**src/rtl/hmac_pkg.sv**
```systemverilog
// Shared types, sizes and helpers for the HMAC message framer.
package hmac_pkg;

  localparam int unsigned BLOCK_BYTES = 64;
  localparam int unsigned WORD_BYTES  = 4;
  localparam int unsigned BLOCK_W     = BLOCK_BYTES * 8;
  localparam int unsigned WORD_W      = WORD_BYTES * 8;
  localparam int unsigned KEY_W       = 256;
  localparam int unsigned TAG_W       = 256;
  localparam int unsigned LEN_W       = 32;
  // Wide enough for BLOCK_BYTES + WORD_BYTES before saturation.
  localparam int unsigned CNT_W       = 7;
  localparam int unsigned KCNT_W      = 3;

  typedef enum logic [1:0] {
    COLLECT = 2'd0,
    ISSUE   = 2'd1,
    WAIT    = 2'd2,
    EMIT    = 2'd3
  } framer_state_t;

  typedef struct packed {
    logic             trunc;
    logic [TAG_W-1:0] data;
  } tag_t;

  // Number of kept bytes for an MSB-first contiguous keep mask.
  function automatic logic [KCNT_W-1:0] keep_to_count(input logic [WORD_BYTES-1:0] keep);
    logic [KCNT_W-1:0] n;
    case (keep)
      4'hF:    n = KCNT_W'(4);
      4'hE:    n = KCNT_W'(3);
      4'hC:    n = KCNT_W'(2);
      4'h8:    n = KCNT_W'(1);
      default: n = KCNT_W'(0);
    endcase
    return n;
  endfunction

endpackage

```
**src/rtl/hmac_beat_packer.sv**
```systemverilog
// Packs kept beat bytes into the 512-bit message buffer at the running
// byte offset; saturates the count at the block size and flags overflow.
module hmac_beat_packer
  import hmac_pkg::*;
(
  input  logic                  clk,
  input  logic                  rst_n,
  input  logic                  beat_i,
  input  logic                  clear_i,
  input  logic [WORD_W-1:0]     data_i,
  input  logic [WORD_BYTES-1:0] keep_i,
  output logic [BLOCK_W-1:0]    buf_o,
  output logic [CNT_W-1:0]      cnt_o,
  output logic                  trunc_o
);

  logic [BLOCK_W-1:0] buf_q, buf_d;
  logic [CNT_W-1:0]   cnt_q, cnt_d;
  logic               trunc_q, trunc_d;
  logic [KCNT_W-1:0]  n_kept;
  logic [CNT_W-1:0]   sum;
  logic [CNT_W-1:0]   pos;

  // Byte-offset write, count saturation and overflow flag.
  always_comb begin
    buf_d   = buf_q;
    cnt_d   = cnt_q;
    trunc_d = trunc_q;
    pos     = '0;
    n_kept  = keep_to_count(keep_i);
    sum     = cnt_q + CNT_W'(n_kept);
    if (clear_i) begin
      buf_d   = '0;
      cnt_d   = '0;
      trunc_d = 1'b0;
    end else if (beat_i) begin
      for (int unsigned k = 0; k < WORD_BYTES; k++) begin
        pos = cnt_q + CNT_W'(k);
        if ((k < 32'(n_kept)) && (pos < CNT_W'(BLOCK_BYTES))) begin
          buf_d[(BLOCK_BYTES - 1 - 32'(pos)) * 8 +: 8] = data_i[(WORD_BYTES - 1 - k) * 8 +: 8];
        end
      end
      if (sum > CNT_W'(BLOCK_BYTES)) begin
        cnt_d   = CNT_W'(BLOCK_BYTES);
        trunc_d = 1'b1;
      end else begin
        cnt_d = sum;
      end
    end
  end

  // Buffer, count and overflow registers.
  always_ff @(posedge clk or negedge rst_n) begin
    if (!rst_n) begin
      buf_q   <= '0;
      cnt_q   <= '0;
      trunc_q <= 1'b0;
    end else begin
      buf_q   <= buf_d;
      cnt_q   <= cnt_d;
      trunc_q <= trunc_d;
    end
  end

  assign buf_o   = buf_q;
  assign cnt_o   = cnt_q;
  assign trunc_o = trunc_q;

endmodule

```
**src/rtl/hmac_msg_framer.sv**
```systemverilog
// Frames a byte stream into one 512-bit block, launches one HMAC
// operation per frame with a per-frame constant key, and returns the tag.
module hmac_msg_framer
  import hmac_pkg::*;
(
  input  logic                  clk,
  input  logic                  rst_n,
  input  logic                  s_valid,
  output logic                  s_ready,
  input  logic [WORD_W-1:0]     s_data,
  input  logic [WORD_BYTES-1:0] s_keep,
  input  logic                  s_last,
  input  logic [KEY_W-1:0]      key_in,
  input  logic                  key_load,
  output logic                  hm_start,
  output logic [BLOCK_W-1:0]    hm_message,
  output logic [LEN_W-1:0]      hm_length,
  output logic [KEY_W-1:0]      hm_key,
  input  logic                  hm_busy,
  input  logic                  hm_done,
  input  logic [TAG_W-1:0]      hm_hmac,
  output logic                  tag_valid,
  input  logic                  tag_ready,
  output logic [TAG_W-1:0]      tag_data,
  output logic                  tag_trunc
);

  framer_state_t         state_q, state_d;
  logic                  s_ready_q, s_ready_d;
  logic                  hm_start_q, hm_start_d;
  logic                  tag_valid_q, tag_valid_d;
  logic [KEY_W-1:0]      key_q;
  tag_t                  tag_q;

  logic                  beat_fire;
  logic                  tag_fire;
  logic [WORD_BYTES-1:0] eff_keep;
  logic [BLOCK_W-1:0]    pk_buf;
  logic [CNT_W-1:0]      pk_cnt;
  logic                  pk_trunc;
  logic                  unused_busy;

  // Engine busy is observed for debug only.
  assign unused_busy = hm_busy;

  // s_ready_q is only high in COLLECT, so it alone qualifies acceptance.
  assign beat_fire = s_valid && s_ready_q;
  assign tag_fire  = tag_valid_q && tag_ready;
  assign eff_keep  = s_last ? s_keep : '1;

  hmac_beat_packer u_packer (
    .clk     (clk),
    .rst_n   (rst_n),
    .beat_i  (beat_fire),
    .clear_i (tag_fire),
    .data_i  (s_data),
    .keep_i  (eff_keep),
    .buf_o   (pk_buf),
    .cnt_o   (pk_cnt),
    .trunc_o (pk_trunc)
  );

  // State register.
  always_ff @(posedge clk or negedge rst_n) begin
    if (!rst_n) state_q <= COLLECT;
    else        state_q <= state_d;
  end

  // Next-state logic.
  always_comb begin
    state_d = state_q;
    case (state_q)
      COLLECT: if (beat_fire && s_last) state_d = ISSUE;
      ISSUE:   state_d = WAIT;
      WAIT:    if (hm_done) state_d = EMIT;
      EMIT:    if (tag_fire) state_d = COLLECT;
      default: state_d = COLLECT;
    endcase
  end

  // Handshake outputs decoded from the next state so they register in step.
  always_comb begin
    s_ready_d   = (state_d == COLLECT);
    hm_start_d  = (state_d == ISSUE);
    tag_valid_d = (state_d == EMIT);
  end

  // Handshake output registers.
  always_ff @(posedge clk or negedge rst_n) begin
    if (!rst_n) begin
      s_ready_q   <= 1'b0;
      hm_start_q  <= 1'b0;
      tag_valid_q <= 1'b0;
    end else begin
      s_ready_q   <= s_ready_d;
      hm_start_q  <= hm_start_d;
      tag_valid_q <= tag_valid_d;
    end
  end

  // Key captured only between frames so it cannot change under a frame.
  always_ff @(posedge clk or negedge rst_n) begin
    if (!rst_n) begin
      key_q <= '0;
    end else if (key_load && (state_q == COLLECT) && (pk_cnt == '0) && !beat_fire) begin
      key_q <= key_in;
    end
  end

  // Tag and truncation flag captured on engine completion while waiting.
  always_ff @(posedge clk or negedge rst_n) begin
    if (!rst_n) begin
      tag_q <= '0;
    end else if ((state_q == WAIT) && hm_done) begin
      tag_q.data  <= hm_hmac;
      tag_q.trunc <= pk_trunc;
    end
  end

  assign s_ready    = s_ready_q;
  assign hm_start   = hm_start_q;
  assign hm_message = pk_buf;
  assign hm_length  = LEN_W'(pk_cnt);
  assign hm_key     = key_q;
  assign tag_valid  = tag_valid_q;
  assign tag_data   = tag_q.data;
  assign tag_trunc  = tag_q.trunc;

endmodule

```
**config.mk**
```make
export PLATFORM = sky130hd
export DESIGN_NAME = hmac_msg_framer
export DESIGN_NICKNAME = d
export VERILOG_FILES = /design/src/rtl/hmac_pkg.sv /design/src/rtl/hmac_beat_packer.sv /design/src/rtl/hmac_msg_framer.sv
export SDC_FILE = /design/constraint.sdc
export NUM_CORES = 2
export LEC_CHECK = 0
export ABC_AREA = 1
export CORE_AREA = 2 2 638 640
export DETAILED_ROUTE_END_ITERATION = 12
export DIE_AREA = 0 0 640 642
export DONT_BUFFER_PORTS = 1
export PLACE_DENSITY_LB_ADDON = 0.15
export RECOVER_POWER = 100
export SLEW_MARGIN = 40
export SYNTH_ARGS = -nofsm -noshare
export SYNTH_HDL_FRONTEND = slang
export SYNTH_SLANG_ARGS = --single-unit
```
**constraint.sdc**
```tcl
create_clock -name clk -period 10.1 [get_ports clk]
set_clock_uncertainty 0.15 [all_clocks]
set_input_delay 1.01 -clock clk [delete_from_list [all_inputs] [get_ports clk]]
set_output_delay 1.01 -clock clk [all_outputs]
set_load 0.02 [all_outputs]
```
==> results.yml <==
clock_tree:
  cts.sinks: 1038
  clkLatencyLatePin_ns: 0.88
  clock-root-buffer: "clkbuf_16"
  cts-htree-levels: 4
  cts_buffers: 160
  cts.clk_slew.worst_paths_ns: 0.06
  cts_tree: "built"
  clock_path_buffers: 4
worst_setup_path:
  cp-start-kind: "flop"
  path_max_fanout: 17
  path_class: "flop to flop"
  required_ns: 10.68
  critical_path_arrival_ns: 9.47
  endpoint_kind: "flop"
min_path:
  hold_path_class: "input pin to flop"
sta:
  hold_viol_final: 0
  rsz0062_at_grt: "no"
  slew_violations: 745
  tightest_slew_ns: 5.48
  setup-tns-final_ns: 0
  timing.fmax_mhz: 113
  setup-violations-final: 0
  relSlewSlack_pct: -265
  post-route-period-util_pct: 88.0
  setup_slack_ns: 1.21
  min_period_ns: 8.89
synthesis:
  syn_area_per_cell_um2: 6.43
  synth_seq_area_share_pct: 34.5
  synthesis.instances: 11706
  post_synth_num_cell_types: 60
  synth-edff-count: 0
  ys_ff_latch: 1038
  synth_top_area_share_pct: 34.5
  ys_top_cells_by_area: "dfrtp_1 (34%), nand2_1 (27%), mux2_2 (7.7%), nor2_1 (5.3%), nand3_1 (4.9%)"
  synth_area_leader_cell: "dfrtp_1"
  syn-cell-area_um2: 75300
  yosysWarnings: 0
  ys.flop_type: "dfrtp_1"
  async_reset_ff_share_pct: 100
drt:
  wl_per_cell_um: 39.0
  drtAntennaViolNets: 0
  drc: 0
  dr.pass1.iters: 7
  drt_iter0_markers: 9091
  via_count: 86201
  drt-vias-per-instance: 4.89
  finalWirelength_um: 688000
cells_and_area:
  final_nets: 12271
  layout_commonest_cell: "nand2_1"
  n_fill_cell: 46744
  final_cell_mix: "nand2_1 (5340), nor2_1 (1048), dfrtp_1 (1038)"
  final_cell_area_um2: 90200
  drive_above_1_share_pct: 10.9
  syn2layout_area_growth_pct: 19.7
floorplan:
  start_util_pct: 18.6
  top_level_ports: 1616
  die_x_um: 640
  core_area_um2: 404000
  chipHeight_um: 642
  placement_rows: 234
  die-area_um2: 411000
status:
  violations: "max-capacitance violations, max-slew violations"
  outcome: "complete, but fails checks"
global_routing:
  grt_pass1_vias: 81488
  grt_max_degree: 147
  grt_use_total_pct: 32.3
  grt_pass1_wl_um: 875000
  grt_overflow: 0
  antenna_found_initial: 395
run:
  maxCapViolCount: 14
placed_design:
  dpl_cell_area_um2: 81900
  numPortBuffers: 0
  dp_slack_ns: 2.28
  gp_congestion: 1.09
  dp_hpwl_um: 556000
power:
  total_leakage_power_nw: 41.3
  total_power_mw: 21.8
  peakVddDrop_v: 0.000186
  power_density_nw_per_um2: 241
==> flip-flops by register name (all words and copies together), names as in the netlist <==
name / cells
u_packer.buf_o: 512
hm_key: 256
tag_data: 256
u_packer.cnt_o: 7
state_q: 2
hm_start: 1
s_ready: 1
tag_trunc: 1
tag_valid: 1
u_packer.trunc_o: 1
==> layer usage <==
metal,track usage (%),wire length (µm),vias to the layer above
met4,18.9,47000,136
met2,54.8,331000,4565
met1,35.4,245000,42375
met3,9.92,63900,1364
met5,0,847,-
li1,-,-,37761
==> where the power goes <==
part	total, mW	internal [mW]	switching [mW]
sequential	9.41	5.20	4.21
combinational	6.12	1.70	4.42
clock	6.23	3.68	2.56
total	21.8	10.6	11.2
==> cells in the mapped netlist, types with 3 or more instances <==
cell type,instances
o31ai_1,20
o211ai_1,216
a21boi_1,9
dfrtp_1,1038
o22ai_1,11
nand2_1,5352
o21bai_1,3
a21oi_1,55
inv_1,733
nand3_2,17
mux2i_1,3
nor3_1,243
nand3_4,4
clkinv_1,16
a21boi_0,8
mux2_2,513
buf_2,69
nor2_2,55
nor2_4,15
nor3_2,42
clkbuf_1,404
nand4_1,178
buf_4,39
nand4_2,4
buf_1,84
o21ai_0,429
nor4_1,24
nor3_4,18
nand2_4,4
or2_2,5
o21ai_1,96
or2_0,8
ha_1,42
inv_2,52
xor2_1,6
nor2_1,1073
nand3_1,734
nand3b_1,8
nand2_2,46
==> cell type report <==
cell class	instances	area, µm²	share of cell area, %
Antenna cell	408	1020	1.13
Tap cell	5428	6790	7.53
Inverter	803	3050	3.38
Multi-Input combinational cell	9291	44200	49.0
Clock inverter	73	968	1.07
Timing Repair Buffer	378	3520	3.91
Clock buffer	218	4650	5.15
Sequential cell	1038	26000	28.8
==> logic make-up (layout without fill, tap and decap cells) <==
group	count (synthesis)	in the layout	share of synthesized area (%)
xor+xnor	10	10	0.136
compound gates	856	856	6.60
other cells	1	433	0.00498
mux	516	516	7.71
simple gates	7841	7841	43.0
fa+ha+maj	43	43	0.724
flops	1038	1038	34.5
buf+inv	1401	1472	7.32
==> worst max-delay path: stages (launching register included) <==
cell and delay (ns):
dfrtp_1 0.32, clkbuf_1 1.00, inv_2 0.23, ha_1 0.41, inv_1 0.12, nor2_2 0.35, nand3_2 0.56, nor2_2 0.36
nand2_4 0.20, nor2_4 0.24, ha_1 0.27, buf_4 0.21, inv_1 0.65, nand2_1 0.10, o21ai_1 0.21, nand3_1 0.12
a21oi_2 0.39, nand4_2 0.56, nor2_2 0.68, nand3_1 0.57, inv_1 0.45, o21ai_0 0.16, nand2_1 0.08, nand2_1 0.06
nand2_1 0.05, nand2_1 0.06, nand2_1 0.05, o21ai_0 0.09
==> stage by stage <==
step	hold slack [ns]	cells	utilization, %
after global placement	0.419	16739	20.1
after global routing	0.0444	17546	22.2
after CTS	0.000511	17223	22.1
after floorplan	0.320	11730	-
after detailed placement	0.417	16750	20.3
final	0.0867	17637	22.3
==> final timing paths <==
path / endpoint / startpoint / cells after the start / slack, ns
worst max-delay path: u_packer.buf_o[335] / u_packer.cnt_o[0] / 27 / 1.21
worst min-delay path: hm_key[20] / key_in[20] / 1 / 0.09
worst max register to register: u_packer.buf_o[335] / u_packer.cnt_o[0] / 27 / 1.21
worst min register to register: hm_start / state_q[0] / 3 / 0.46
max in group asynchronous: hm_key[200] / rst_n / 8 / 2.30
min in group asynchronous: tag_data[205] / rst_n / 1 / 0.32
==> what timing repair did <==
item                                    CTS  global route
hold buffers                            182             0
hold endpoints to repair                230             0
gates resized for setup                   0             0
endpoints found under the setup margin    0             0
buffers inserted                          0             0
Note: power is estimated with default switching activity, not from simulation.
